==> src/rtl/irq_client_n.sv <==
// irq_client_n: machine-mode trap sequencer for NUM_IRQ level interrupts plus ECALL/MRET.
//
// Ports:
//   clk, clr                  clock and synchronous active-high reset
//   irq_pins[NUM_IRQ]         level interrupt requests, held until int_ack
//   instr_ID, instr_addr_ID   instruction in ID and its PC
//   branch_EX, branch_addr_EX taken redirect resolved in EX
//   mtvec, mepc, mstatus, mie current CSR values
//   set_pl_pause              combinational pipeline freeze
//   csr_we/csr_waddr/csr_wdata registered CSR client write port
//   int_flag, int_addr        registered one-cycle fetch redirect
//   int_ack[NUM_IRQ]          registered one-hot acknowledge
//
// Build option: define IRQ_ROUND_ROBIN_EN for round-robin arbitration of the
// interrupt lines; otherwise the lowest pending line always wins.
module irq_client_n #(
    parameter int NUM_IRQ        = 4,
    parameter int IRQ_CAUSE_BASE = 16
) (
    input  logic               clk,
    input  logic               clr,
    input  logic [NUM_IRQ-1:0] irq_pins,
    input  logic [31:0]        instr_ID,
    input  logic [31:0]        instr_addr_ID,
    input  logic               branch_EX,
    input  logic [31:0]        branch_addr_EX,
    input  logic [31:0]        mtvec,
    input  logic [31:0]        mepc,
    input  logic [31:0]        mstatus,
    input  logic [31:0]        mie,
    output logic               set_pl_pause,
    output logic               csr_we,
    output logic [11:0]        csr_waddr,
    output logic [31:0]        csr_wdata,
    output logic               int_flag,
    output logic [31:0]        int_addr,
    output logic [NUM_IRQ-1:0] int_ack
);
    localparam int IW = (NUM_IRQ > 1) ? $clog2(NUM_IRQ) : 1;
    localparam logic [31:0] ECALL = 32'h00000073;
    localparam logic [31:0] MRET_I = 32'h30200073;

    typedef enum logic [2:0] {IDLE, MEPC, MSTATUS, MCAUSE, MRET} state_t;

    state_t             state;
    logic [31:0]        epc;
    logic [31:0]        cause;
    logic [NUM_IRQ-1:0] pending;
    logic [IW-1:0]      idx;
    logic               async_req, busy, take;
    logic               take_ecall, take_mret, take_async;
    logic [31:0]        mst_trap, mst_ret;
    logic               unused_mie;

    assign unused_mie = ^mie;
    assign pending    = irq_pins & mie[NUM_IRQ-1:0];
    assign async_req  = mstatus[3] & |pending;
    assign busy       = (state != IDLE) | csr_we | int_flag;
    assign take_ecall = !busy & (instr_ID == ECALL);
    assign take_mret  = !busy & (instr_ID == MRET_I);
    assign take_async = !busy & !(instr_ID == ECALL) & !(instr_ID == MRET_I) & async_req;
    assign take       = take_ecall | take_mret | take_async;
    assign set_pl_pause = take | busy;

    // Trap entry saves MIE into MPIE and disables; return restores MIE from MPIE and sets MPIE.
    assign mst_trap = {mstatus[31:8], mstatus[3], mstatus[6:4], 1'b0, mstatus[2:0]};
    assign mst_ret  = {mstatus[31:8], 1'b1, mstatus[6:4], mstatus[7], mstatus[2:0]};

`ifdef IRQ_ROUND_ROBIN_EN
    // ptr is the index the search starts from; it moves past each serviced line.
    logic [IW-1:0] ptr;
    logic          found;

    always_comb begin
        idx   = '0;
        found = 1'b0;
        for (int k = 0; k < NUM_IRQ; k++) begin
            if (!found && pending[(int'(ptr) + k) % NUM_IRQ]) begin
                idx   = IW'((int'(ptr) + k) % NUM_IRQ);
                found = 1'b1;
            end
        end
    end

    always_ff @(posedge clk) begin
        if (clr)
            ptr <= '0;
        else if (take_async)
            ptr <= (idx == IW'(NUM_IRQ - 1)) ? '0 : idx + 1'b1;
    end
`else
    always_comb begin
        idx = '0;
        for (int i = NUM_IRQ - 1; i >= 0; i--)
            if (pending[i]) idx = IW'(i);
    end
`endif

    always_ff @(posedge clk) begin
        if (clr) begin
            state     <= IDLE;
            epc       <= '0;
            cause     <= '0;
            csr_we    <= 1'b0;
            csr_waddr <= '0;
            csr_wdata <= '0;
            int_flag  <= 1'b0;
            int_addr  <= '0;
            int_ack   <= '0;
        end else begin
            csr_we    <= (state == MEPC) | (state == MSTATUS) | (state == MCAUSE) | (state == MRET);
            csr_waddr <= (state == MEPC)   ? 12'h341 :
                         (state == MCAUSE) ? 12'h342 :
                         (state == MSTATUS || state == MRET) ? 12'h300 : 12'h000;
            csr_wdata <= (state == MEPC)    ? epc :
                         (state == MSTATUS) ? mst_trap :
                         (state == MCAUSE)  ? cause :
                         (state == MRET)    ? mst_ret : 32'h0;
            int_flag  <= (state == MCAUSE) | (state == MRET);
            int_addr  <= (state == MCAUSE) ? mtvec : (state == MRET) ? mepc : 32'h0;
            int_ack   <= take_async ? (NUM_IRQ'(1) << idx) : '0;
            if (take_ecall) begin
                epc   <= instr_addr_ID;
                cause <= 32'd11;
            end else if (take_async) begin
                epc   <= branch_EX ? branch_addr_EX : instr_addr_ID;
                cause <= {1'b1, 31'(IRQ_CAUSE_BASE + int'(idx))};
            end
            state <= (state == IDLE)    ? (take_mret ? MRET : (take_ecall | take_async) ? MEPC : IDLE) :
                     (state == MEPC)    ? MSTATUS :
                     (state == MSTATUS) ? MCAUSE : IDLE;
        end
    end
endmodule

==> config.mk <==
export PLATFORM = sky130hd
export DESIGN_NAME = irq_client_n
export DESIGN_NICKNAME = d
export VERILOG_FILES = /design/src/rtl/irq_client_n.sv
export SDC_FILE = /design/constraint.sdc
export NUM_CORES = 1
export LEC_CHECK = 0
export CAP_MARGIN = 20
export CORE_MARGIN = 5
export CORE_UTILIZATION = 32
export DETAILED_ROUTE_END_ITERATION = 8
export GPL_ROUTABILITY_DRIVEN = 0
export GPL_TIMING_DRIVEN = 0
export MAX_ROUTING_LAYER = met4
export PLACE_DENSITY = 0.76
export SLEW_MARGIN = 20
export SYNTH_ARGS = -nofsm -noshare
export SYNTH_HDL_FRONTEND = slang
export SYNTH_SLANG_ARGS = --single-unit
==> constraint.sdc <==
create_clock -name clk -period 2.3 [get_ports clk]
set_clock_uncertainty 0.15 [all_clocks]
set_input_delay 0.345 -clock clk [delete_from_list [all_inputs] [get_ports clk]]
set_output_delay 0.345 -clock clk [all_outputs]
set_load 0.05 [all_outputs]
==> results.txt, run 1 <==
----------------------------------------------------
[Outcome]
  Result of the run ... finished with violations
  Failing checks ... setup timing

[Worst setup path]
  Total buffers and inverters traversed by the critical path ... 4
  Crit Path Class ... flip-flop to flip-flop
  Type of element capturing the critical path ... flip-flop
  Maximum fanout along the worst path ... 7
  Startpoint types ... flip-flop
  Category of cells accounting for the largest share of critical-path delay ... simple AND/OR/NAND/NOR gates
  Slack of the worst reg-to-reg path ... -0.31 ns
  Required time worst endpoint ... 2.48 ns
  Data arrival at the endpoint of the critical path ... 2.78 ns
  CP Cell Sequence ... or4_4, or2_4, buf_6, o41ai_4, buf_6, buf_6, clkbuf_16, nand2_2, a221oi_2
  Most Frequent Cell on Critical Path ... sky130_fd_sc_hd__buf_6
  Max stage delay cell, worst path ... sky130_fd_sc_hd__or4_4
  Critical path's largest stage delay ... 0.53 ns

[Timing]
  Maximum frequency from static timing analysis ... 384 MHz
  Worst-margin pin slew ... 0.918 ns
  Final cycle utilization of the critical path ... 113%
  Final setup viols ... 37
  Max-slew violation total from the final report ... 0
  Post-route minimum period ... 2.61 ns
  Hold Vio Cnt, Final ... 0
  Max transition margin ... 38.8%
  Final worst slack ... -0.307 ns
  Setup repair after global routing missed its margin ... true

[Power]
  Switching Fraction ... 28.4%
  Register share of total power ... 31.7%
  Gate power share ... 28.0%
  Internal ... 5.01 mW
  Clock Power Share ... 40.3%
  Worst VDD drop ... 0.473 mV
  Cell leakage power ... 3.68 nW
  Power Total ... 7.00 mW
  Ratio of total power to cell area ... 741 nW/µm²
  Net switching power figure ... 1.99 mW

[Layout]
  Final standard cell utilization of the core ... 65.2%
  Area growth from synthesis to layout ... 101%
  Most frequent cells in the layout ... sky130_fd_sc_hd__clkdlybuf4s50_1, sky130_fd_sc_hd__dfxtp_1, sky130_fd_sc_hd__a22o_1
  Number of antenna diodes ... 0
  Most common cell after layout, fill and taps aside ... sky130_fd_sc_hd__clkdlybuf4s50_1
  Fraction of final layout cells sized beyond drive strength 1 ... 22.8%
  Total of fill cells in the finished design ... 1111
  Final instance count without filler cells ... 1004
  Number of nets in the final layout ... 1038

[Clocking]
  Clock latency reported for the late side of the worst-skew pair ... 0.42 ns
  CTS sink count ... 113
  CTS Root Cell ... sky130_fd_sc_hd__clkbuf_16
  Clock tree from TritonCTS ... built
  Hold_buf cts ... 0
  Num CTS Buffers ... 17
  H-Tree Depth ... 4
  CTS max path bufs ... 2
  Clock-pin slew of the registers on the worst-case setup and hold paths ... 0.05 ns

[Synth]
  Area contributors post-synth ... sky130_fd_sc_hd__dfxtp_1, sky130_fd_sc_hd__a22o_1, sky130_fd_sc_hd__a221oi_2
  Syn Std Cell Area ... 4700 µm²
  Sequential element share of the synthesized area ... 48.1%
  Cell count after synthesis ... 469
  Unique cell type count in the Yosys netlist ... 43
  Synth warnings ... 0
  Most area-hungry cell type in the Yosys netlist ... sky130_fd_sc_hd__dfxtp_1
  Synthesized area divided by synthesized cell count ... 10.0 µm²
  Post-synthesis register bit count ... 113
  Share of the synthesized area in the top cell type ... 48.1%

[Route]
  Detailed router's first-iteration violation count ... 295
  Number of vias after detailed routing ... 5055
  Wire length per cell after detailed routing ... 20.1 µm
  DRC viols ... 0
  Total wire length ... 20200 µm
  Routed vias/inst ... 5.03
  ANT nets after route ... 0
  Pre-antenna DRT Iters ... 5

[Global routing]
  Maximum number of pins on one net before global-route repair ... 17
  First-pass GRT wire length ... 30000 µm
  All-layer global routing usage ... 22.6%
  Number of antenna violations at the first check in global routing ... 0
  Via count of the first global-routing pass ... 5513
  Total overflow reported by the global router ... 0

[Floorplanning]
  Area of the placeable core ... 14500 µm²
  IO Pins ... 314
  Number of standard-cell rows in the floorplan ... 44
  Die span in y ... 131 µm
  Starting density of the core ... 32.5%
  Die area ... 17200 µm²
  Chip Width ... 131 µm

[Hold path]
  Kind of path behind the tightest hold check ... flip-flop to flip-flop

[Placed design]
  Post-placement setup slack ... -1.35 ns
  Number of placed cells counting well taps ... 937
  Final HPWL from detailed placement ... 14800 µm
  Count of buffers from port buffering ... 278

[Flow run]
  Maximum capacitance violations ... 0

----------------------------------------------------
## cell usage after synthesis, drive strengths merged
| library cell | count |
|---|---|
| nor3b | 1 |
| xnor2 | 2 |
| nand3b | 1 |
| nor4 | 8 |
| clkbuf | 32 |
| dfxtp | 113 |
| or3 | 2 |
| buf | 17 |
| nor4bb | 1 |
| nor2 | 9 |
| nand2b | 3 |
| a211oi | 1 |
| mux2i | 4 |
| o41ai | 1 |
| o22a | 1 |
| a21oi | 5 |
| o21a | 1 |
| nand4 | 1 |
| nand4b | 1 |
| a32oi | 1 |
| a21o | 1 |
| a31oi | 3 |
| conb | 1 |
| inv | 35 |
| nand2 | 42 |
| a22oi | 3 |
| nand3 | 1 |
| or4 | 2 |
| a221oi | 32 |
| or2 | 3 |
| nor3 | 5 |
| o31ai | 32 |
| nor2b | 3 |
| a22o | 58 |
| o21ai | 7 |
| nor4b | 2 |
| and2 | 33 |
| xor2 | 1 |
## what timing repair did
action | in CTS | in global routing
pin swaps | 40 | 42
resized for setup | 80 | 85
gates cloned | 4 | 3
setup endpoints to repair | 92 | 82
setup buffers | 19 | 16
## sequential cells by signal, summed over array words and instances (netlist names)
signal     count
int_addr      32
cause          4
int_ack        4
int_flag       1
state          3
epc           32
csr_wdata     32
csr_we         1
csr_waddr      4
## layer usage
metal / part of all wire, % / routed length (µm) / track usage (%) / up-vias
met5: 0 / 0 / - / -
met4: 2.9 / 592 / 8.66 / 0
met3: 5.2 / 1050 / 5.01 / 45
met2: 51 / 10300 / 38.0 / 206
met1: 41 / 8250 / 26.2 / 2428
li1: - / - / - / 2376
## logic make-up after synthesis
kind of cell	share of synthesized area, %
flip-flops	48.1
AO/OA/AOI/OAI	29.2
multiplexers	0.851
buffers and inverters	7.95
other	0.0797
AND/OR/NAND/NOR	13.2
XOR/XNOR	0.559
## worst min-delay path, delay by kind of cell, from the launching register on
family | cells | cell delay, ns
buffers and inverters | 1 | 0.05
flip-flops | 1 | 0.32
AO/OA/AOI/OAI | 1 | 0.05
## worst paths after layout
path                            depth (start not counted)  startpoint  endpoint
worst min-delay path                                    2    cause[4]  cause[4]
worst min register to register                          2    cause[4]  cause[4]
worst max register to register                          9    state[0]   epc[13]
worst max-delay path                                    9    state[0]   epc[13]
## power by group through the flow
| stage | logic [mW] | clock network (mW) | registers, mW |
|---|---|---|---|
| CTS | 1.83 | 2.85 | 2.22 |
| finish | 1.96 | 2.82 | 2.22 |
| global route | 2.06 | 2.96 | 2.24 |
| global placement | 1.52 | 0 | 2.24 |
| detailed placement | 1.55 | 0 | 2.25 |
| floorplan | 0.675 | 0 | 2.45 |
## through the flow
stage	area, µm²	hold slack, ns	setup TNS (ns)
2_1_floorplan	4740	0.284	-6.10
3_3_place_gp	7760	0.298	-54.79
3_5_place_dp	7760	0.301	-60.59
4_1_cts	8930	0.308	-8.27
5_1_grt	9450	0.340	-10.98
6_report	9450	0.307	-9.20
## cell type report
class	count	area (µm²)	area share (%)
well taps	184	230	2.44
multi-input cells	278	2500	26.5
repair buffers	318	3320	35.1
inverters	35	131	1.39
flip-flops and latches	113	2270	24.0
clock inverters	12	181	1.92
plain buffers	44	360	3.82
clock buffers	20	457	4.84
Note: power is estimated with default switching activity, not from simulation.
==> inputs of run 2 (changes only) <==
Settings changed: RECOVER_POWER set to 50.
==> results.txt, run 2 (synthesis gave the netlist of run 1 again) <==
----------------------------------------------------
[Hold path]
  Beginning of the worst hold path ... cause[4] (unchanged)
  Kind of path behind the tightest hold check ... flip-flop to flip-flop (unchanged)
  End of the worst hold path ... cause[4] (unchanged)
  Cell count of the worst hold path ... 2 (unchanged)

[Clocking]
  H-Tree Depth ... 4 (unchanged)
  CTS Root Cell ... sky130_fd_sc_hd__clkbuf_16 (unchanged)
  Num CTS Buffers ... 17 (unchanged)
  Clock-pin slew of the registers on the worst-case setup and hold paths ... 0.05 ns (about the same)
  CTS sink count ... 113 (unchanged)
  Clock latency reported for the late side of the worst-skew pair ... 0.42 ns (about the same)
  Clock tree from TritonCTS ... built (unchanged)
  CTS max path bufs ... 2 (unchanged)

[Global routing]
  Maximum number of pins on one net before global-route repair ... 17 (unchanged)
  Number of antenna violations at the first check in global routing ... 0 (unchanged)
  First-pass GRT wire length ... 30000 µm (unchanged)
  All-layer global routing usage ... 22.6% (unchanged)
  Via count of the first global-routing pass ... 5513 (unchanged)
  Total overflow reported by the global router ... 0 (unchanged)

[Power]
  Worst VDD drop ... 0.473 mV (about the same)
  Cell leakage power ... 3.68 nW (about the same)
  Ratio of total power to cell area ... 741 nW/µm² (about the same)

[Layout]
  Number of nets in the final layout ... 1038 (unchanged)
  Area growth from synthesis to layout ... 101% (about the same)
  Most common cell after layout, fill and taps aside ... sky130_fd_sc_hd__clkdlybuf4s50_1 (unchanged)
  Most frequent cells in the layout ... sky130_fd_sc_hd__clkdlybuf4s50_1, sky130_fd_sc_hd__dfxtp_1, sky130_fd_sc_hd__a22o_1 (unchanged)
  Number of antenna diodes ... 0 (unchanged)
  Fraction of final layout cells sized beyond drive strength 1 ... 22.7% (was 22.8%)
  Sequential cell area in the final layout ... 2270 µm² (unchanged)
  Area of the multi-input gates ... 2500 µm² (about the same)
  Total of fill cells in the finished design ... 1112 (was 1111)
  Biggest registers after layout ... csr_wdata: 32 flops, epc: 32 flops, int_addr: 32 flops (unchanged)

[Worst setup path]
  Crit Path Class ... flip-flop to flip-flop (unchanged)
  Launch point of the worst reg-to-reg path ... state[0] (unchanged)
  Most Frequent Cell on Critical Path ... sky130_fd_sc_hd__buf_6 (unchanged)
  Maximum fanout along the worst path ... 7 (unchanged)
  CP Cell Sequence ... or4_4, or2_4, buf_6, o41ai_4, buf_6, buf_6, clkbuf_16, nand2_2, a221oi_2 (unchanged)
  Slack of the worst reg-to-reg path ... -0.30 ns (was -0.31 ns)
  Critical path's largest stage delay ... 0.53 ns (about the same)
  Data arrival at the endpoint of the critical path ... 2.78 ns (about the same)
  Required time worst endpoint ... 2.48 ns (about the same)
  Startpoint types ... flip-flop (unchanged)
  Type of element capturing the critical path ... flip-flop (unchanged)
  Capturing point of the worst reg2reg path ... epc[13] (unchanged)
  Max stage delay cell, worst path ... sky130_fd_sc_hd__or4_4 (unchanged)
  Number of cells on the worst reg-to-reg path ... 9 (unchanged)

[Floorplanning]
  Starting density of the core ... 32.5% (unchanged)
  Area of the placeable core ... 14500 µm² (unchanged)
  Die span in y ... 131 µm (unchanged)
  Chip Width ... 131 µm (unchanged)
  Number of standard-cell rows in the floorplan ... 44 (unchanged)
  IO Pins ... 314 (unchanged)
  Die area ... 17200 µm² (unchanged)

[Outcome]
  Failing checks ... setup timing (unchanged)
  Result of the run ... finished with violations (unchanged)

[Placed design]
  Post-placement setup slack ... -1.35 ns (unchanged)
  Count of buffers from port buffering ... 278 (unchanged)
  Final HPWL from detailed placement ... 14800 µm (unchanged)

[Route]
  DRC viols ... 0 (unchanged)
  Pre-antenna DRT Iters ... 5 (unchanged)
  Total wire length ... 20200 µm (about the same)
  Routed vias/inst ... 5.02 (was 5.03)
  Wire length per cell after detailed routing ... 20.1 µm (about the same)
  Number of vias after detailed routing ... 5037 (was 5055)
  Detailed router's first-iteration violation count ... 300 (was 295)
  ANT nets after route ... 0 (unchanged)

[Timing]
  Final cycle utilization of the critical path ... 113% (about the same)
  Setup repair after global routing missed its margin ... true (unchanged)
  Max transition margin ... 38.8% (about the same)
  Post-route minimum period ... 2.60 ns (was 2.61 ns)
  Max-slew violation total from the final report ... 0 (unchanged)
  Hold slack final ... 0.308 ns (was 0.307 ns)
  Final worst slack ... -0.304 ns (was -0.307 ns)
  Final setup viols ... 37 (unchanged)
  Hold Vio Cnt, Final ... 0 (unchanged)
  Worst-margin pin slew ... 0.918 ns (about the same)
  Maximum frequency from static timing analysis ... 384 MHz (about the same)

[Flow run]
  Maximum capacitance violations ... 0 (unchanged)

----------------------------------------------------
-- run 2: what timing repair did --
action | in CTS | in global routing
setup endpoints to repair | 92 | 82
gates cloned | 4 | 3
hold endpoints to repair | 0 | 0
hold buffers | 0 | 0
pin swaps | 40 | 42
resized for setup | 80 | 85
buffers inserted | 19 | 16
-- run 2: worst max path at each step --
stage	start	end	depth (start not counted)	slack (ns)
floorplan	state[1]	epc[11]	8	-0.20
global placement	instr_ID[5]	set_pl_pause	7	-1.34
detailed placement	instr_ID[5]	set_pl_pause	7	-1.35
CTS	state[0]	set_pl_pause	7	-0.32
global route	state[1]	epc[13]	9	-0.37
finish	state[0]	epc[13]	9	-0.30
-- run 2: layout make-up --
type,instances,share of cell area (%)
Buffer,44,3.82
Clock buffer,20,4.84
Sequential cell,113,24.0
Clock inverter,12,1.92
Multi-Input combinational cell,278,26.4
Inverter,35,1.39
Timing Repair Buffer,318,35.1
Tap cell,184,2.44
-- run 2: layer usage --
layer / global-route usage [%] / vias to the layer above / wire length, µm
met5: - / - / 0
met4: 8.66 / 0 / 592
met3: 5.01 / 45 / 1040
met2: 38.0 / 201 / 10300
met1: 26.2 / 2415 / 8260
li1: - / 2376 / -
-- run 2: metrics by stage --
stage	utilization (%)	setup TNS (ns)	power, mW	cell area, µm²	std cells
floorplan	-	-6.10	3.12	4740	475
global placement	53.6	-54.79	3.76	7760	937
detailed placement	53.6	-60.59	3.80	7760	937
CTS	61.7	-8.27	6.90	8930	988
global route	65.2	-11.22	7.25	9440	1004
finish	65.2	-9.07	7.00	9440	1004
-- run 2: report_power, final --
group | internal, mW | switching (mW)
registers | 2.13 | 0.0912
logic | 1.01 | 0.947
clock network | 1.87 | 0.946
-- run 2: critical path, delay by kind of cell, from the launching register on --
kind | cells | cell delay, ns
buffers and inverters | 4 | 0.62
and+or+nand+nor | 3 | 0.86
AOI/OAI and AO/OA | 2 | 0.55
DFF | 1 | 0.34
==> inputs of run 3 (changes only) <==
Settings changed: CTS_CLUSTER_DIAMETER set to 100, HOLD_SLACK_MARGIN set to 0.1.
==> results of run 3 <==
Same layout as run 2: the final DEF is identical, and so are final timing and power.
